`config.mk`:
```
export PLATFORM = sky130hd
export DESIGN_NAME = cache_bus_arbiter
export DESIGN_NICKNAME = d
export VERILOG_FILES = /design/src/rtl/cache_bus_arbiter.sv
export SDC_FILE = /design/constraint.sdc
export NUM_CORES = 1
export LEC_CHECK = 0
export BUFFER_PORTS_ARGS = -buffer_cell sky130_fd_sc_hd__buf_2
export CORE_AREA = 2 2 115 117
export DETAILED_ROUTE_END_ITERATION = 16
export DIE_AREA = 0 0 117 119
export PLACE_DENSITY_LB_ADDON = 0.12
export SYNTH_ARGS = -nofsm -noshare
export SYNTH_HDL_FRONTEND = slang
export SYNTH_SLANG_ARGS = --single-unit
export TNS_END_PERCENT = 5
```
`constraint.sdc`:
```
create_clock -name clk -period 1.6 [get_ports clk]
set_input_delay 0.48 -clock clk [delete_from_list [all_inputs] [get_ports clk]]
set_output_delay 0.48 -clock clk [all_outputs]
set_load 0.005 [all_outputs]
```
`src/rtl/cache_bus_arbiter.sv`:
```
// Two-requester (icache/dcache) arbiter onto a single downstream bus.
// Round-robin grant in IDLE, then one transaction owns the bus until it returns to IDLE.
module cache_bus_arbiter #(
  parameter int DATA_WIDTH = 32,
  parameter int LEN_WIDTH  = 4
) (
  input  logic                       clk,
  input  logic                       rst_n,
  input  logic [1:0]                 req_valid_i,
  output logic [1:0]                 req_ready_o,
  input  logic [1:0][31:0]           req_addr_i,
  input  logic [1:0]                 req_write_i,
  input  logic [1:0][LEN_WIDTH-1:0]  req_len_i,
  input  logic [1:0][DATA_WIDTH-1:0] wdata_i,
  input  logic [1:0]                 wvalid_i,
  input  logic [1:0]                 wlast_i,
  output logic [1:0]                 wready_o,
  output logic [DATA_WIDTH-1:0]      rdata_o,
  output logic [1:0]                 rvalid_o,
  output logic                       rlast_o,
  input  logic [1:0]                 rready_i,
  output logic [1:0]                 wdone_o,
  output logic                       bus_req_valid_o,
  input  logic                       bus_req_ready_i,
  output logic [31:0]                bus_addr_o,
  output logic                       bus_write_o,
  output logic [LEN_WIDTH-1:0]       bus_len_o,
  output logic [DATA_WIDTH-1:0]      bus_wdata_o,
  output logic                       bus_wvalid_o,
  output logic                       bus_wlast_o,
  input  logic                       bus_wready_i,
  input  logic [DATA_WIDTH-1:0]      bus_rdata_i,
  input  logic                       bus_rvalid_i,
  input  logic                       bus_rlast_i,
  output logic                       bus_rready_o,
  input  logic                       bus_bvalid_i
);

  typedef enum logic [2:0] {
    ST_IDLE  = 3'd0,
    ST_ADDR  = 3'd1,
    ST_WDATA = 3'd2,
    ST_WRESP = 3'd3,
    ST_RDATA = 3'd4
  } state_t;

  state_t      r_state;
  state_t      w_next_state;
  logic        r_grant;
  logic        r_last_grant;
  logic [1:0]  r_wdone;
  logic [1:0]  w_wdone_next;
  logic        w_pick;
  logic [1:0]  w_grant_oh;

  // Contention goes to whoever was not served last; a lone requester always wins.
  function automatic logic rr_pick(input logic [1:0] valid, input logic last);
    logic pick;
    if (valid == 2'b11) begin
      pick = ~last;
    end else if (valid[1]) begin
      pick = 1'b1;
    end else begin
      pick = 1'b0;
    end
    return pick;
  endfunction

  assign w_pick     = rr_pick(req_valid_i, r_last_grant);
  assign w_grant_oh = r_grant ? 2'b10 : 2'b01;
  assign wdone_o    = r_wdone;

  // State, grant and completion-pulse registers.
  always_ff @(posedge clk) begin
    if (!rst_n) begin
      r_state      <= ST_IDLE;
      r_grant      <= 1'b0;
      r_last_grant <= 1'b1;
      r_wdone      <= 2'b00;
    end else begin
      r_state <= w_next_state;
      r_wdone <= w_wdone_next;
      if ((r_state == ST_IDLE) && (req_valid_i != 2'b00)) begin
        r_grant      <= w_pick;
        r_last_grant <= w_pick;
      end
    end
  end

  // Next state and channel steering; only the owning channel state drives its valids.
  always_comb begin
    w_next_state    = r_state;
    w_wdone_next    = 2'b00;
    req_ready_o     = 2'b00;
    wready_o        = 2'b00;
    rdata_o         = '0;
    rvalid_o        = 2'b00;
    rlast_o         = 1'b0;
    bus_req_valid_o = 1'b0;
    bus_addr_o      = 32'h0000_0000;
    bus_write_o     = 1'b0;
    bus_len_o       = '0;
    bus_wdata_o     = '0;
    bus_wvalid_o    = 1'b0;
    bus_wlast_o     = 1'b0;
    bus_rready_o    = 1'b0;
    case (r_state)
      ST_IDLE: begin
        if (req_valid_i != 2'b00) begin
          w_next_state = ST_ADDR;
        end else begin
          w_next_state = ST_IDLE;
        end
      end
      ST_ADDR: begin
        bus_req_valid_o = 1'b1;
        bus_addr_o      = req_addr_i[r_grant];
        bus_write_o     = req_write_i[r_grant];
        bus_len_o       = req_len_i[r_grant];
        req_ready_o     = bus_req_ready_i ? w_grant_oh : 2'b00;
        if (bus_req_ready_i) begin
          w_next_state = req_write_i[r_grant] ? ST_WDATA : ST_RDATA;
        end else begin
          w_next_state = ST_ADDR;
        end
      end
      ST_WDATA: begin
        bus_wdata_o  = wdata_i[r_grant];
        bus_wvalid_o = wvalid_i[r_grant];
        bus_wlast_o  = wlast_i[r_grant];
        wready_o     = bus_wready_i ? w_grant_oh : 2'b00;
        if (wvalid_i[r_grant] && bus_wready_i && wlast_i[r_grant]) begin
          w_next_state = ST_WRESP;
        end else begin
          w_next_state = ST_WDATA;
        end
      end
      ST_WRESP: begin
        if (bus_bvalid_i) begin
          w_wdone_next = w_grant_oh;
          w_next_state = ST_IDLE;
        end else begin
          w_next_state = ST_WRESP;
        end
      end
      ST_RDATA: begin
        rdata_o      = bus_rdata_i;
        rvalid_o     = bus_rvalid_i ? w_grant_oh : 2'b00;
        rlast_o      = bus_rlast_i;
        bus_rready_o = rready_i[r_grant];
        if (bus_rvalid_i && rready_i[r_grant] && bus_rlast_i) begin
          w_next_state = ST_IDLE;
        end else begin
          w_next_state = ST_RDATA;
        end
      end
      default: begin
        w_next_state = ST_IDLE;
      end
    endcase
  end

endmodule

```
* Yosys cells after proc, flatten, opt, wreduce, memory -nomap -nowiden *
Index checks and enable logic that the tools add are counted.

word-level totals
  register bits after elaboration = 7
  bits of input ports = 185
  output and inout bits = 114
  logic and storage cells = 59

operators by class
  order comparisons = 1
  equal/unequal tests = 5
  multiplexer cells = 40
  bitwise gates (word level) = 1
  reductions and logical operators = 8

operators by type and width
  kind                                                 count
  2-to-1 mux 32 bit                                    7
  2-to-1 mux 1 bit                                     18
  2-to-1 mux 2 bit                                     8
  one-hot mux 3 bit (5 select lines)                   1
  2-to-1 mux 4 bit                                     3
  2-to-1 mux 3 bit                                     3
  equality test 3 x 2 -> 1 bit, second input constant  2
  logical AND 1 bit                                    5
  equality test 3 x 1 -> 1 bit, second input constant  1
  equality test 3 bit, second input constant           1
  logical NOT 3 bit                                    1
  AND reduction 3 bit                                  1
  equality test 2 bit, second input constant           1
  < comparator 1 x 2 -> 1 bit, second input constant   1
  nonzero test 2 bit                                   1
  inverter 1 bit                                       1

* Longest topological paths before layout *
  depth after elaboration = 6
  gate-level depth with buffers = 6
  mapped depth without buffers = 5

* Least setup slack after synthesis *
Ideal clock, no wire load.

  kind = reg2out
  from = register r_state[0]
  to = output rdata_o[10]
  arrival = 1074 ps
  data required time = 1120 ps
  setup slack = 46 ps
  stages on the path, launching flop included = 5
  path buffers = 2
  cell sequence = dfxtp_1 > buf_6 > nor3b_4 > clkbuf_1 > and2_1

between the ends
  word-level cells in the longest chain between the ends = 2

ends and longest elaborated chain
  item                    RTL line  RTL
  start, declared         47        state_t r_state;
  start signal, assigned  81        r_state <= w_next_state;
  equality test 3 bit     107       case (r_state)
  2-to-1 mux 32 bit       107
  end, declared           18        output logic [DATA_WIDTH-1:0] rdata_o,

No other way between the ends.

* Worst setup path in the final report *
  from = register r_state[1]
  to = output rvalid_o[1]

between the ends
  word-level cells in the longest chain between the ends = 2

ends and longest elaborated chain
  item                 RTL line  RTL
  equality test 3 bit  107
  2-to-1 mux 2 bit     107
  end, declared        19        output logic [1:0] rvalid_o,

No other way between the ends.

==> results.sh <==
export IMPL_status="finished with violations"
export IMPL_violations="negative setup slack"
export IMPL_start_kind="flip-flop"
export IMPL_cts_buffers=3
export IMPL_yosys_warnings=0
export IMPL_vdd_drop_max_mv=0.2085
export IMPL_cts_tree="yes"
export IMPL_io_buffers=298
export IMPL_finalMaxSlewViolations=0
export IMPL_fmax_mhz=547.1
export IMPL_syn_inst=249
export IMPL_hold_path_class="input port to flip-flop"
export IMPL_place_inst=720
export IMPL_grt_max_degree=38
export IMPL_grt_setup_unrepaired="true"
export IMPL_gp_congestion=0.7281
export IMPL_final_cells=731
export IMPL_clk_latency_ns=0.23
export IMPL_die_h_um=119
export IMPL_syn2layout_area_growth_pct=120.9
export IMPL_globalRouteOverflowTotal=0
export IMPL_final_min_clock_period_ns=1.828
export IMPL_max_stage_delay_ns=0.33
export IMPL_vias_per_cell=3.844
export IMPL_coreArea_um2=12870
export IMPL_vias=2810
export IMPL_r2r_start="r_state[0]$_SDFF_PN0_"
export IMPL_grt_usage=0.1063
export IMPL_ant_nets=0
export IMPL_synth_area_leaders="mux2i_1 42%, nor2_1 17%, and2_1 12%"
export IMPL_clk_pin_slew_ns=0.04
export IMPL_drc=0
export IMPL_path_max_fanout=37
export IMPL_die_area_um2=13920
export IMPL_synth_nets=434
export IMPL_nFillCells=1426
export IMPL_wl_um=8662
export IMPL_row_count=42
export IMPL_skew_ns=0.0003630
export IMPL_postCtsHoldBufs=0
export IMPL_worstHoldPathCells=2
export IMPL_hold_violations=0
export IMPL_timing_final_crit_share=1.142
export IMPL_reg2reg_slack_ns=-0.08
export IMPL_fin_hold_ws_ns=0.4872
export IMPL_arrival_ns=1.35
export IMPL_crit_chain="buf_6, nor3b_4, buf_12, and3_1, buf_2"
export IMPL_cts_root_buf="clkbuf_16"
export IMPL_synth_top_area_cell="mux2i_1"
export IMPL_antenna_cells=0
export IMPL_cellLeakagePower_nw=2.147
export IMPL_place_area_um2=3548
export IMPL_crit_required_ns=1.12
export IMPL_path_class="flip-flop to output pin"
export IMPL_utilization=0.2932
export IMPL_startpoint="r_state[1]$_SDFF_PN0_"
export IMPL_multi_input_area_um2=1484
export IMPL_io_pin_count=299
export IMPL_fin_area_um2=3775
export IMPL_setup_violations=113
export IMPL_critPathCapture="rvalid_o[1]"
export IMPL_cts_buffer_depth=2
export IMPL_layout_drive_gt1_share=0.6108
export IMPL_synth_top_area_frac=0.4217
export IMPL_final_nets=741
export IMPL_grt_pass1_vias=2613
export IMPL_drt_iter0_drc=44
export IMPL_cp_end_kind="output pin"
export IMPL_ys_seq_area_frac=0.08199
export IMPL_worst_slew_pin_slew_ns=0.3459
export IMPL_seq_area_um2=147.6
export IMPL_h_tree_depth=1
export IMPL_synth_seq_cells=7
export IMPL_synth_distinct_cells=29
export IMPL_syn_avg_cell_area_um2=6.864
export IMPL_start_util=0.1328
export IMPL_synth_area_um2=1709
export IMPL_tritoncts_num_sinks=7
export IMPL_antenna_found_initial=0
export IMPL_r2r_end="r_grant$_SDFFE_PN0P_"
export IMPL_firstDrtPassIters=4
export IMPL_hpwl_um=7355
export IMPL_max_cap_viol_count=0
export IMPL_r2r_cells=7
export IMPL_power_density_nw_per_um2=448.2
export IMPL_relSlewSlack=0.7665
export IMPL_routedWlPerCell_um=11.85
export IMPL_crit_slowest_cell="dfxtp_2"
export IMPL_worst_slack_ns=-0.2279
export IMPL_die_w_um=117
export IMPL_grt_pass1_wl_um=11810
power breakdown:
part	switching [W]	total, W	internal [W]	leakage (nW)
clock network	0.0000978	0.000430	0.000332	0.0382
registers	0.0000186	0.000209	0.000190	0.0591
logic	0.000458	0.00105	0.000595	2.05
total	0.000575	0.00169	0.00112	2.15
worst min path at each step:
| stage | from | end | slack, ns |
|---|---|---|---|
| finish | rst_n | r_last_grant$_SDFFE_PN1P_ | 0.49 |
| global route | rst_n | r_last_grant$_SDFFE_PN1P_ | 0.50 |
| CTS | rst_n | r_last_grant$_SDFFE_PN1P_ | 0.49 |
| detailed placement | r_last_grant$_SDFFE_PN1P_ | r_last_grant$_SDFFE_PN1P_ | 0.49 |
| global placement | r_last_grant$_SDFFE_PN1P_ | r_last_grant$_SDFFE_PN1P_ | 0.49 |
| floorplan | r_last_grant$_SDFFE_PN1P_ | r_last_grant$_SDFFE_PN1P_ | 0.47 |
timing repair:
item,in CTS,in global routing
pin swaps,16,4
setup endpoints to repair,111,113
setup buffers,2,3
gates resized for setup,12,4
cloned,0,2
hold endpoints to repair,0,0
placed cells by master (no fill, tap or decap), types with 4 or more instances in the layout:
master,instances
buf_2,298
nor2_1,76
mux2i_1,70
and2_1,33
nand2_1,12
buf_4,11
buf_12,8
clkbuf_16,5
buf_6,5
and3_1,4
layer usage:
layer / GRT usage / up-vias / share of wire / routed length [µm]
met5: 0 / - / 0 / 0
met4: 0.01103 / 0 / 0.0020 / 17
met3: 0.01679 / 2 / 0.087 / 752
met2: 0.2280 / 178 / 0.55 / 4789
met1: 0.1051 / 1182 / 0.36 / 3103
li1: - / 1448 / - / -
through the flow:
| step | total power (W) | setup TNS, ns | worst slack, ns |
|---|---|---|---|
| floorplan | 0.0006823 | 0 | 0.04557 |
| global placement | 0.001198 | -0.08478 | -0.02316 |
| detailed placement | 0.001202 | -0.2296 | -0.05974 |
| CTS | 0.001669 | -21.25 | -0.2553 |
| global route | 0.001827 | -29.16 | -0.3219 |
| finish | 0.001692 | -19.51 | -0.2279 |
Yosys cell counts:
master and number:
o21ai_0 2, nand3_1 1, or4b_4 1, o211ai_1 2
nand2_1 13, clkbuf_1 5, a32oi_1 1, a31oi_1 2
nor2b_1 2, o311ai_0 1, a21oi_1 1, nor2_1 76
clkbuf_2 1, nor3b_4 1, and3_1 4, nor3_1 1
nor3b_1 1, and2_1 33, mux2i_1 72, and3b_1 1
buf_2 13, nor4b_1 1, or3_1 1, buf_6 2
nor4_1 1, buf_4 1, nand3b_1 1, dfxtp_1 7
inv_1 1
cell type report:
class / count / share of cell area
Inverter: 1 / 0.0009944
Tap cell: 176 / 0.05834
Multi-Input combinational cell: 219 / 0.3931
Sequential cell: 7 / 0.03911
Timing Repair Buffer: 324 / 0.4876
Clock buffer: 4 / 0.02088
flip-flops by register name, indices dropped and copies added, names as in the netlist:
name / count
wdone_o: 2
r_grant: 1
r_last_grant: 1
r_state: 3
cells by family (layout without fill, tap and decap cells):
group                  after synthesis  count (layout)  share of synthesized area
muxes                               72              72                     0.4217
DFF                                  7               7                    0.08199
buffers and inverters               23             329                    0.07174
AOI/OAI and AO/OA                    9               9                    0.03513
and+or+nand+nor                    138             138                     0.3895
worst max-delay path, delay by kind of cell (launching register included):
kind / cells / cell delay, ns
AND/OR/NAND/NOR: 2 / 0.36
buffers and inverters: 3 / 0.42
flip-flops: 1 / 0.33
Power figures use the tool's default switching activity.
